<file path="config.mk">
export PLATFORM = sky130hd
export DESIGN_NAME = nvdla_periph_bridge
export DESIGN_NICKNAME = d
export VERILOG_FILES = /design/src/rtl/nvdla_periph_bridge.sv
export SDC_FILE = /design/constraint.sdc
export NUM_CORES = 1
export LEC_CHECK = 0
export CORE_AREA = 3 3 137 139
export CTS_CLUSTER_SIZE = 20
export DETAILED_ROUTE_END_ITERATION = 8
export DIE_AREA = 0 0 140 142
export GPL_TIMING_DRIVEN = 1
export PLACE_DENSITY = 0.85
export SLEW_MARGIN = 20
export SYNTH_ARGS = -nofsm -noshare
export SYNTH_HDL_FRONTEND = slang
export SYNTH_SLANG_ARGS = --single-unit
</file>
<file path="constraint.sdc">
create_clock -name clk_i -period 5.7 [get_ports clk_i]
set_input_delay 0.855 -clock clk_i [delete_from_list [all_inputs] [get_ports clk_i]]
set_output_delay 0.855 -clock clk_i [all_outputs]
set_load 0.005 [all_outputs]
</file>
<file path="src/rtl/nvdla_periph_bridge.sv">
// Cluster periph slave (req/gnt, ID-tagged responses) to NVDLA CSB register bridge.
// Optional feature macro: NVDLA_PERIPH_BRIDGE_ERR_EN (error responses for bad accesses).
module nvdla_periph_bridge #(
   parameter int unsigned ID_WIDTH = 10,
   parameter int unsigned CSB_AW   = 16,
   parameter int unsigned DEPTH    = 4,
   parameter logic [31:0] WIN_BASE = 32'h0000_0000,
   parameter logic [31:0] WIN_SIZE = 32'h0004_0000
) (
   input  logic                   clk_i,
   input  logic                   rst_i,
   input  logic                   periph_req,
   output logic                   periph_gnt,
   input  logic [31:0]            periph_add,
   input  logic                   periph_wen,
   input  logic [3:0]             periph_be,
   input  logic [31:0]            periph_data,
   input  logic [ID_WIDTH-1:0]    periph_id,
   output logic                   periph_r_valid,
   output logic [31:0]            periph_r_data,
   output logic [ID_WIDTH-1:0]    periph_r_id,
   output logic                   csb_valid,
   input  logic                   csb_ready,
   output logic [CSB_AW-1:0]      csb_addr,
   output logic [31:0]            csb_wdat,
   output logic                   csb_write,
   input  logic                   csb_r_valid,
   input  logic [31:0]            csb_r_data,
   output logic [$clog2(DEPTH):0] outstanding_o,
   output logic                   err_o
);
   localparam int unsigned PTR_W = $clog2(DEPTH);
   localparam int unsigned CNT_W = PTR_W + 1;
   localparam logic [CNT_W-1:0] FULL_CNT = CNT_W'(DEPTH);
   localparam logic [31:0] ERR_DATA = 32'hBADA_CCE5;

   function automatic logic in_window(input logic [31:0] off);
      return off < WIN_SIZE;
   endfunction

   logic [31:0]         addr_off;
   logic                in_win;
   logic                req_err;
   logic                accept;
   logic                unused_bits;

   logic [CNT_W-1:0]    count;
   logic [PTR_W-1:0]    wptr;
   logic [PTR_W-1:0]    rptr;
   logic [ID_WIDTH-1:0] tag_id_mem [DEPTH];
   logic [DEPTH-1:0]    tag_is_rd;
   logic [DEPTH-1:0]    tag_is_err;

   logic [CNT_W-1:0]    rd_count;
   logic [PTR_W-1:0]    rd_wptr;
   logic [PTR_W-1:0]    rd_rptr;
   logic [31:0]         rd_mem [DEPTH];

   logic                tag_empty;
   logic                head_vld;
   logic [ID_WIDTH-1:0] head_id;
   logic                head_rd;
   logic                head_err;
   logic                rd_empty;
   logic                rd_avail;
   logic [31:0]         rd_head;
   logic                pop;
   logic                rd_pop;
   logic                tag_wr;
   logic                tag_rd_en;
   logic                rd_wr;
   logic                rd_rd;

   assign addr_off = periph_add - WIN_BASE;
   assign in_win   = in_window(addr_off);

`ifdef NVDLA_PERIPH_BRIDGE_ERR_EN
   assign req_err     = !in_win || (!periph_wen && (periph_be != 4'hF));
   assign unused_bits = &{1'b0, addr_off[31:CSB_AW+2], addr_off[1:0]};
`else
   assign req_err     = 1'b0;
   assign unused_bits = &{1'b0, in_win, periph_be, addr_off[31:CSB_AW+2], addr_off[1:0]};
`endif

   // Request path: full check uses the registered count, so a same-cycle pop never frees a slot.
   assign accept     = periph_req && (count != FULL_CNT) && !rst_i;
   assign csb_valid  = accept && !req_err;
   assign periph_gnt = accept && (req_err || csb_ready);
   assign csb_addr   = addr_off[CSB_AW+1:2];
   assign csb_wdat   = periph_data;
   assign csb_write  = !periph_wen;

   // Head of the tag FIFO, bypassed from the incoming grant when the FIFO is empty.
   assign tag_empty = (count == '0);
   assign head_vld  = !tag_empty || periph_gnt;
   assign head_id   = tag_empty ? periph_id  : tag_id_mem[rptr];
   assign head_rd   = tag_empty ? periph_wen : tag_is_rd[rptr];
   assign head_err  = tag_empty ? req_err    : tag_is_err[rptr];

   assign rd_empty  = (rd_count == '0);
   assign rd_avail  = !rd_empty || csb_r_valid;
   assign rd_head   = rd_empty ? csb_r_data : rd_mem[rd_rptr];

   assign pop       = head_vld && (head_err || !head_rd || rd_avail);
   assign rd_pop    = pop && head_rd && !head_err;

   assign tag_wr    = periph_gnt && !(tag_empty && pop);
   assign tag_rd_en = pop && !tag_empty;
   assign rd_wr     = csb_r_valid && !(rd_pop && rd_empty);
   assign rd_rd     = rd_pop && !rd_empty;

   assign outstanding_o = count;

   always_ff @(posedge clk_i) begin
      if (tag_wr) begin
         tag_id_mem[wptr] <= periph_id;
         tag_is_rd[wptr]  <= periph_wen;
         tag_is_err[wptr] <= req_err;
      end
      if (rd_wr) begin
         rd_mem[rd_wptr] <= csb_r_data;
      end
   end

   // Response stage: one registered response per cycle, in grant order.
   always_ff @(posedge clk_i or posedge rst_i) begin
      if (rst_i) begin
         count          <= '0;
         wptr           <= '0;
         rptr           <= '0;
         rd_count       <= '0;
         rd_wptr        <= '0;
         rd_rptr        <= '0;
         periph_r_valid <= 1'b0;
         periph_r_data  <= '0;
         periph_r_id    <= '0;
      end else begin
         if (tag_wr) begin
            wptr <= wptr + PTR_W'(1);
         end
         if (tag_rd_en) begin
            rptr <= rptr + PTR_W'(1);
         end
         count <= count + CNT_W'(tag_wr) - CNT_W'(tag_rd_en);

         if (rd_wr) begin
            rd_wptr <= rd_wptr + PTR_W'(1);
         end
         if (rd_rd) begin
            rd_rptr <= rd_rptr + PTR_W'(1);
         end
         rd_count <= rd_count + CNT_W'(rd_wr) - CNT_W'(rd_rd);

         periph_r_valid <= pop;
         if (pop) begin
            periph_r_id   <= head_id;
            periph_r_data <= head_err ? ERR_DATA : (head_rd ? rd_head : 32'h0);
         end
      end
   end

`ifdef NVDLA_PERIPH_BRIDGE_ERR_EN
   always_ff @(posedge clk_i or posedge rst_i) begin
      if (rst_i) begin
         err_o <= 1'b0;
      end else begin
         err_o <= pop && head_err;
      end
   end
`else
   assign err_o = 1'b0;
`endif

endmodule

</file>
After elaboration in Yosys (flattened, before gate mapping)
Memories as Yosys holds them, arrays and structs flattened.
Index checks and enable logic that the tools add are counted.
{ "word_totals": {"out_inout_bits": 98, "inputBits": 116, "mem_count": 2, "latchBits": 0, "ramBits": 168, "elab_cells": 71, "rom_bits": 0, "ff_bits": 65} }
{ "op_classes": {"div_mod_pow": 0, "addsub": 8, "n_shift": 0, "eq_ne": 1, "n_reduce_logical": 27, "muxes": 17, "magnitude_cmp": 3, "n_bitwise": 2, "mul": 0} }
{ "memory_table": {"columns": ["name", "depth", "width", "rd", "rd_ports_with_merged_regs", "wr", "line_no", "rtl"], "rows": [
  ["rd_mem", 4, 32, 1, 0, 1, "57", "logic [31:0] rd_mem [DEPTH];"],
  ["tag_id_mem", 4, 10, 1, 0, 1, "50", "logic [ID_WIDTH-1:0] tag_id_mem [DEPTH];"]
]} }
{ "ops": {"columns": ["operator", "n"], "rows": [
  ["$mux 32", 3],
  ["$logic_and 1x1->1", 13],
  ["$mux 10", 1],
  ["$mux 1", 9],
  ["$add 2x1->2 const B", 4],
  ["$logic_not 1->1", 8],
  ["$add 3x1->3", 2],
  ["$logic_not 3->1", 2],
  ["$lt 2x3->1 const B", 2],
  ["$sub 3x1->3", 2],
  ["$and 4x4->4", 1],
  ["$bmux 1 s2", 2],
  ["$bwmux 4", 1],
  ["$logic_or 1x1->1", 4],
  ["$not 4->4", 1],
  ["$ne 3x3->1 const B", 1],
  ["$demux 1 s2", 1],
  ["$ge 2x1->1 const B", 1]
]} }

Longest topological paths before layout
{ "depth": {"ltp_word": 14, "mapped_depth": 12, "depth_no_buf": 10} }

Worst setup path before layout
No wires, ideal clock.
{ "synth_path": {"kind": "input-to-reg", "startpoint": "in rst_i", "endpoint": "mem rd_mem[0][0] (enable)", "required_time_ps": 5279, "arrival_time_ps": 2911, "setup_slack_ps": 2368, "path_buffers": 1, "cell_stages": 6, "setup_time_ps": 421, "cell_sequence": "nand3b_1 -> or2_1 -> o221a_1 -> buf_6 -> o21ai_4 -> nor2_1"} }
{ "synth_between": {"elab_chain_len": 12} }
{ "synth_rtl": {"columns": ["item", "line_no", "rtl"], "rows": [
  ["from (decl)", "11", "input logic rst_i,"],
  ["$logic_not 1->1 (no line)", null, null],
  ["$logic_and 1x1->1", "86", "assign accept = periph_req && (count != FULL_CNT) && !rst_i;"],
  ["$logic_and 1x1->1", "88", "assign periph_gnt = accept && (req_err || csb_ready);"],
  ["$logic_or 1x1->1", "95", "assign head_vld = !tag_empty || periph_gnt;"],
  ["$logic_and 1x1->1", "104", "assign pop = head_vld && (head_err || !head_rd || rd_avail);"],
  ["$logic_and 1x1->1 (2 in a row)", "105", "assign rd_pop = pop && head_rd && !head_err;"],
  ["$logic_and 1x1->1", "109", "assign rd_wr = csb_r_valid && !(rd_pop && rd_empty);"],
  ["$logic_not 1->1", "109", null],
  ["$logic_and 1x1->1", "109", null],
  ["$mux 1", "120", "if (rd_wr) begin"],
  ["$mux 1 (not written as such)", "121", "rd_mem[rd_wptr] <= csb_r_data;"],
  ["to (decl)", "57", null]
]} }
No other way between the ends.

Worst setup path in the final report
{ "layout_path": {"startpoint": "in rst_i", "endpoint": "reg rd_count[2]"} }
{ "layout_between": {"elab_chain_len": 12, "word_cells_on_any_way": 13, "cone_classes": "2 x add/sub; 11 x reduce/logical"} }
{ "layout_rtl": {"columns": ["item", "line_no", "rtl"], "rows": [
  ["$logic_not 1->1 (no line) *", null, null],
  ["$logic_and 1x1->1 *", "86", null],
  ["$logic_and 1x1->1 *", "88", null],
  ["$logic_or 1x1->1 *", "95", null],
  ["$logic_and 1x1->1 *", "104", null],
  ["$logic_and 1x1->1 * (2 in a row)", "105", null],
  ["$logic_and 1x1->1", "109", null],
  ["$logic_not 1->1", "109", null],
  ["$logic_and 1x1->1", "109", null],
  ["$add 3x1->3", "152", "rd_count <= rd_count + CNT_W'(rd_wr) - CNT_W'(rd_rd);"],
  ["$sub 3x1->3 *", "152", null],
  ["to (signal assigned)", "152", null],
  ["to (decl)", "54", "logic [CNT_W-1:0] rd_count;"]
]} }
Every way passes the cells marked *; elsewhere a longest branch is shown, timed or not.
A chain may end at the register's enable or synchronous reset.

==> impl_metrics.json <==
{
  "yosysTopAreaCell": "edfxtp_1",
  "crit_fanout": 16,
  "grt_pass1_wl_um": 32300,
  "synth_flop_cell": "edfxtp_1",
  "min_from": "periph_r_data[17]",
  "clk_path_buf_depth": 3,
  "wl_um": 20800,
  "cts_tree": "built",
  "fin_crit_sh_pct": 69.4,
  "synth_cells": 588,
  "clockRootBuffer": "clkbuf_16",
  "rr_startpoint": "outstanding_o[1]",
  "crit_arrival_ps": 4340,
  "nets": 767,
  "slew_headroom_pct": 28.7,
  "yosys_warnings": 0,
  "fmax_mhz": 253,
  "syn-mean-instance-area_um2": 16.5,
  "hp-class": "flop to flop",
  "area_growth_pct": 16.5,
  "post-route-util_pct": 63.6,
  "initial_core_util_pct": 54.6,
  "num_antenna_cells": 0,
  "fin_tns_setup_ps": 0,
  "dr.pass1.iters": 5,
  "yosysUniqueCellTypes": 44,
  "io_pins": 214,
  "synth_area_leaders": "edfxtp_1, dfrtp_1, mux4_2, buf_4, a21oi_1",
  "rows": 49,
  "cp-start-kind": "primary input",
  "synth_edf_count": 176,
  "drc_errors": 0,
  "hpwl_um": 13000,
  "fp.dieH_um": 142,
  "power_density_nw_per_um2": 544,
  "grt_setup_unrepaired": "false",
  "numPortBuffers": 96,
  "cts_resized": 0,
  "reg2reg_slack_ps": 1970,
  "setup_viol": 0,
  "leakage_nw": 4.01,
  "die_width_um": 140,
  "hold_violations": 0,
  "synth_top_cell_area_share_pct": 54.5,
  "cts.reportedPaths.clkPinSlew_ps": 70,
  "post_dp_cell_area_um2": 10500,
  "clock-sinks": 233,
  "htree_levels": 1,
  "synth_area_um2": 9700,
  "post_cts_buffers": 0,
  "worstPathRequired_ps": 6080,
  "avgRoutedWirePerCell_um": 23.6,
  "synth_common_cells": "edfxtp_1, dfrtp_1, buf_4",
  "fin_crit_ps": 3960,
  "tightest_slew_ps": 1070,
  "core_area_um2": 17800,
  "cts_hold_buf": 0,
  "holdPathStages": 1,
  "syn_nets": 718,
  "worstSetupPathType": "primary input to flop",
  "ys_async_sr_fraction_pct": 24.5,
  "fin_total_pwr_w": 0.00614,
  "drtIter0Drc": 350,
  "dr_total_vias": 5367,
  "ff2ff_path_depth": 10,
  "synth-seq-area-share_pct": 69.2,
  "grt-ovfl-total": 0,
  "cp-end-kind": "flop",
  "final_area_um2": 11300,
  "skew_ps": 17.0,
  "track_usage_pct": 20.8,
  "die_area_um2": 19900,
  "clk-insertion-delay-late_ps": 500,
  "drtAntennaViolNets": 0,
  "cap_violations": 0,
  "synth.most_common_cell": "edfxtp_1",
  "gp_congestion": 0.709,
  "grt_pass1_vias": 5739,
  "vias_per_cell": 6.09,
  "antenna_found_initial": 1,
  "vdd_drop_max_mv": 0.356,
  "grt_max_degree": 59,
  "drv_slew": 0,
  "cts_buffers": 23,
  "ys_ff_latch": 233,
  "hold_path_end": "periph_r_data[17]",
  "drive_gt1_share_pct": 15.8,
  "run_status": "finished clean",
  "crit-reg2reg-capture": "rd_count[2]"
}
worst max path at each step:
| stage | startpoint | end | slack, ps | cells after the start |
|---|---|---|---|---|
| 2_1_floorplan | rst_i | rd_mem[0][0] | 2370 | 6 |
| 3_3_place_gp | rst_i | rd_count[2] | 1410 | 11 |
| 3_5_place_dp | rst_i | rd_count[2] | 1240 | 11 |
| 4_1_cts | rst_i | rd_count[2] | 1770 | 11 |
| 5_1_grt | rst_i | rd_count[2] | 1600 | 11 |
| 6_report | rst_i | rd_count[2] | 1740 | 11 |
state kept, by name, indices dropped and copies added, names as in the netlist:
| register | flops |
|---|---|
| outstanding_o | 3 |
| rd_mem | 128 |
| rd_count | 3 |
| tag_is_rd | 4 |
| wptr | 2 |
| periph_r_data | 32 |
| rd_rptr | 2 |
| rptr | 2 |
| periph_r_id | 10 |
| rd_wptr | 2 |
| tag_is_err | 4 |
| tag_id_mem | 40 |
| periph_r_valid | 1 |
power by group:
part           internal (W)  switching, W
combinational       0.00106       0.00103
sequential          0.00228      0.000256
clock              0.000890      0.000620
per-stage QoR:
stage	instances	hold WS [ps]	worst slack, ps
final	882	493	1740
after global routing	882	516	1600
after CTS	882	498	1770
after detailed placement	841	476	1240
after global placement	841	474	1410
after floorplan	588	463	2370
worst max-delay path, cell delays in order:
cell and delay, ps:
clkdlybuf4s50_1 490, nand3b_1 210, or2_1 440, o221a_1 820
o21ai_4 230, ha_1 360, inv_1 40, ha_1 190
fa_1 380, xor2_1 160, xnor2_1 130
area by class of cell:
| type | instances | area (um2) |
|---|---|---|
| Timing Repair Buffer | 103 | 1010 |
| Clock inverter | 10 | 114 |
| Fill cell | 1205 | 6480 |
| Clock buffer | 31 | 646 |
| Inverter | 19 | 71.3 |
| Multi-Input combinational cell | 257 | 2460 |
| Tap cell | 229 | 287 |
| Sequential cell | 233 | 6710 |
routing by layer:
layer  wire, um  share of wire [%]  GRT usage, %  vias to the layer above
li1           -                  -             -                     2294
met3       1640                7.9          4.77                       58
met2      10800                 52          36.4                      230
met5         13              0.063             0                        -
met1       7820                 38          26.2                     2783
met4        542                2.6          6.83                        2
cell usage in the layout, fill, tap and decap left out, drive strengths merged, types with 7 or more instances in the layout:
cell type and count:
clkdlybuf4s50 96, a2bb2oi 10, o22ai 10, clkbuf 31, buf 7, inv 20, edfxtp 176, and3 13
nand2 44, mux4 42, o2bb2ai 14, nor2 9, dfrtp 57, o22a 19, ha 12, a21oi 39
cell families after synthesis:
logic type	after synthesis	synth area share, %
multiplexers	48	10.5
flip-flops	233	69.2
other	1	0.0387
AND/OR/NAND/NOR	84	4.23
XOR/XNOR	10	0.903
adder cells (fa/ha/maj)	14	1.96
AO/OA/AOI/OAI	100	7.31
buffers and inverters	98	5.92
No activity file was read; power rests on OpenSTA's default activity.
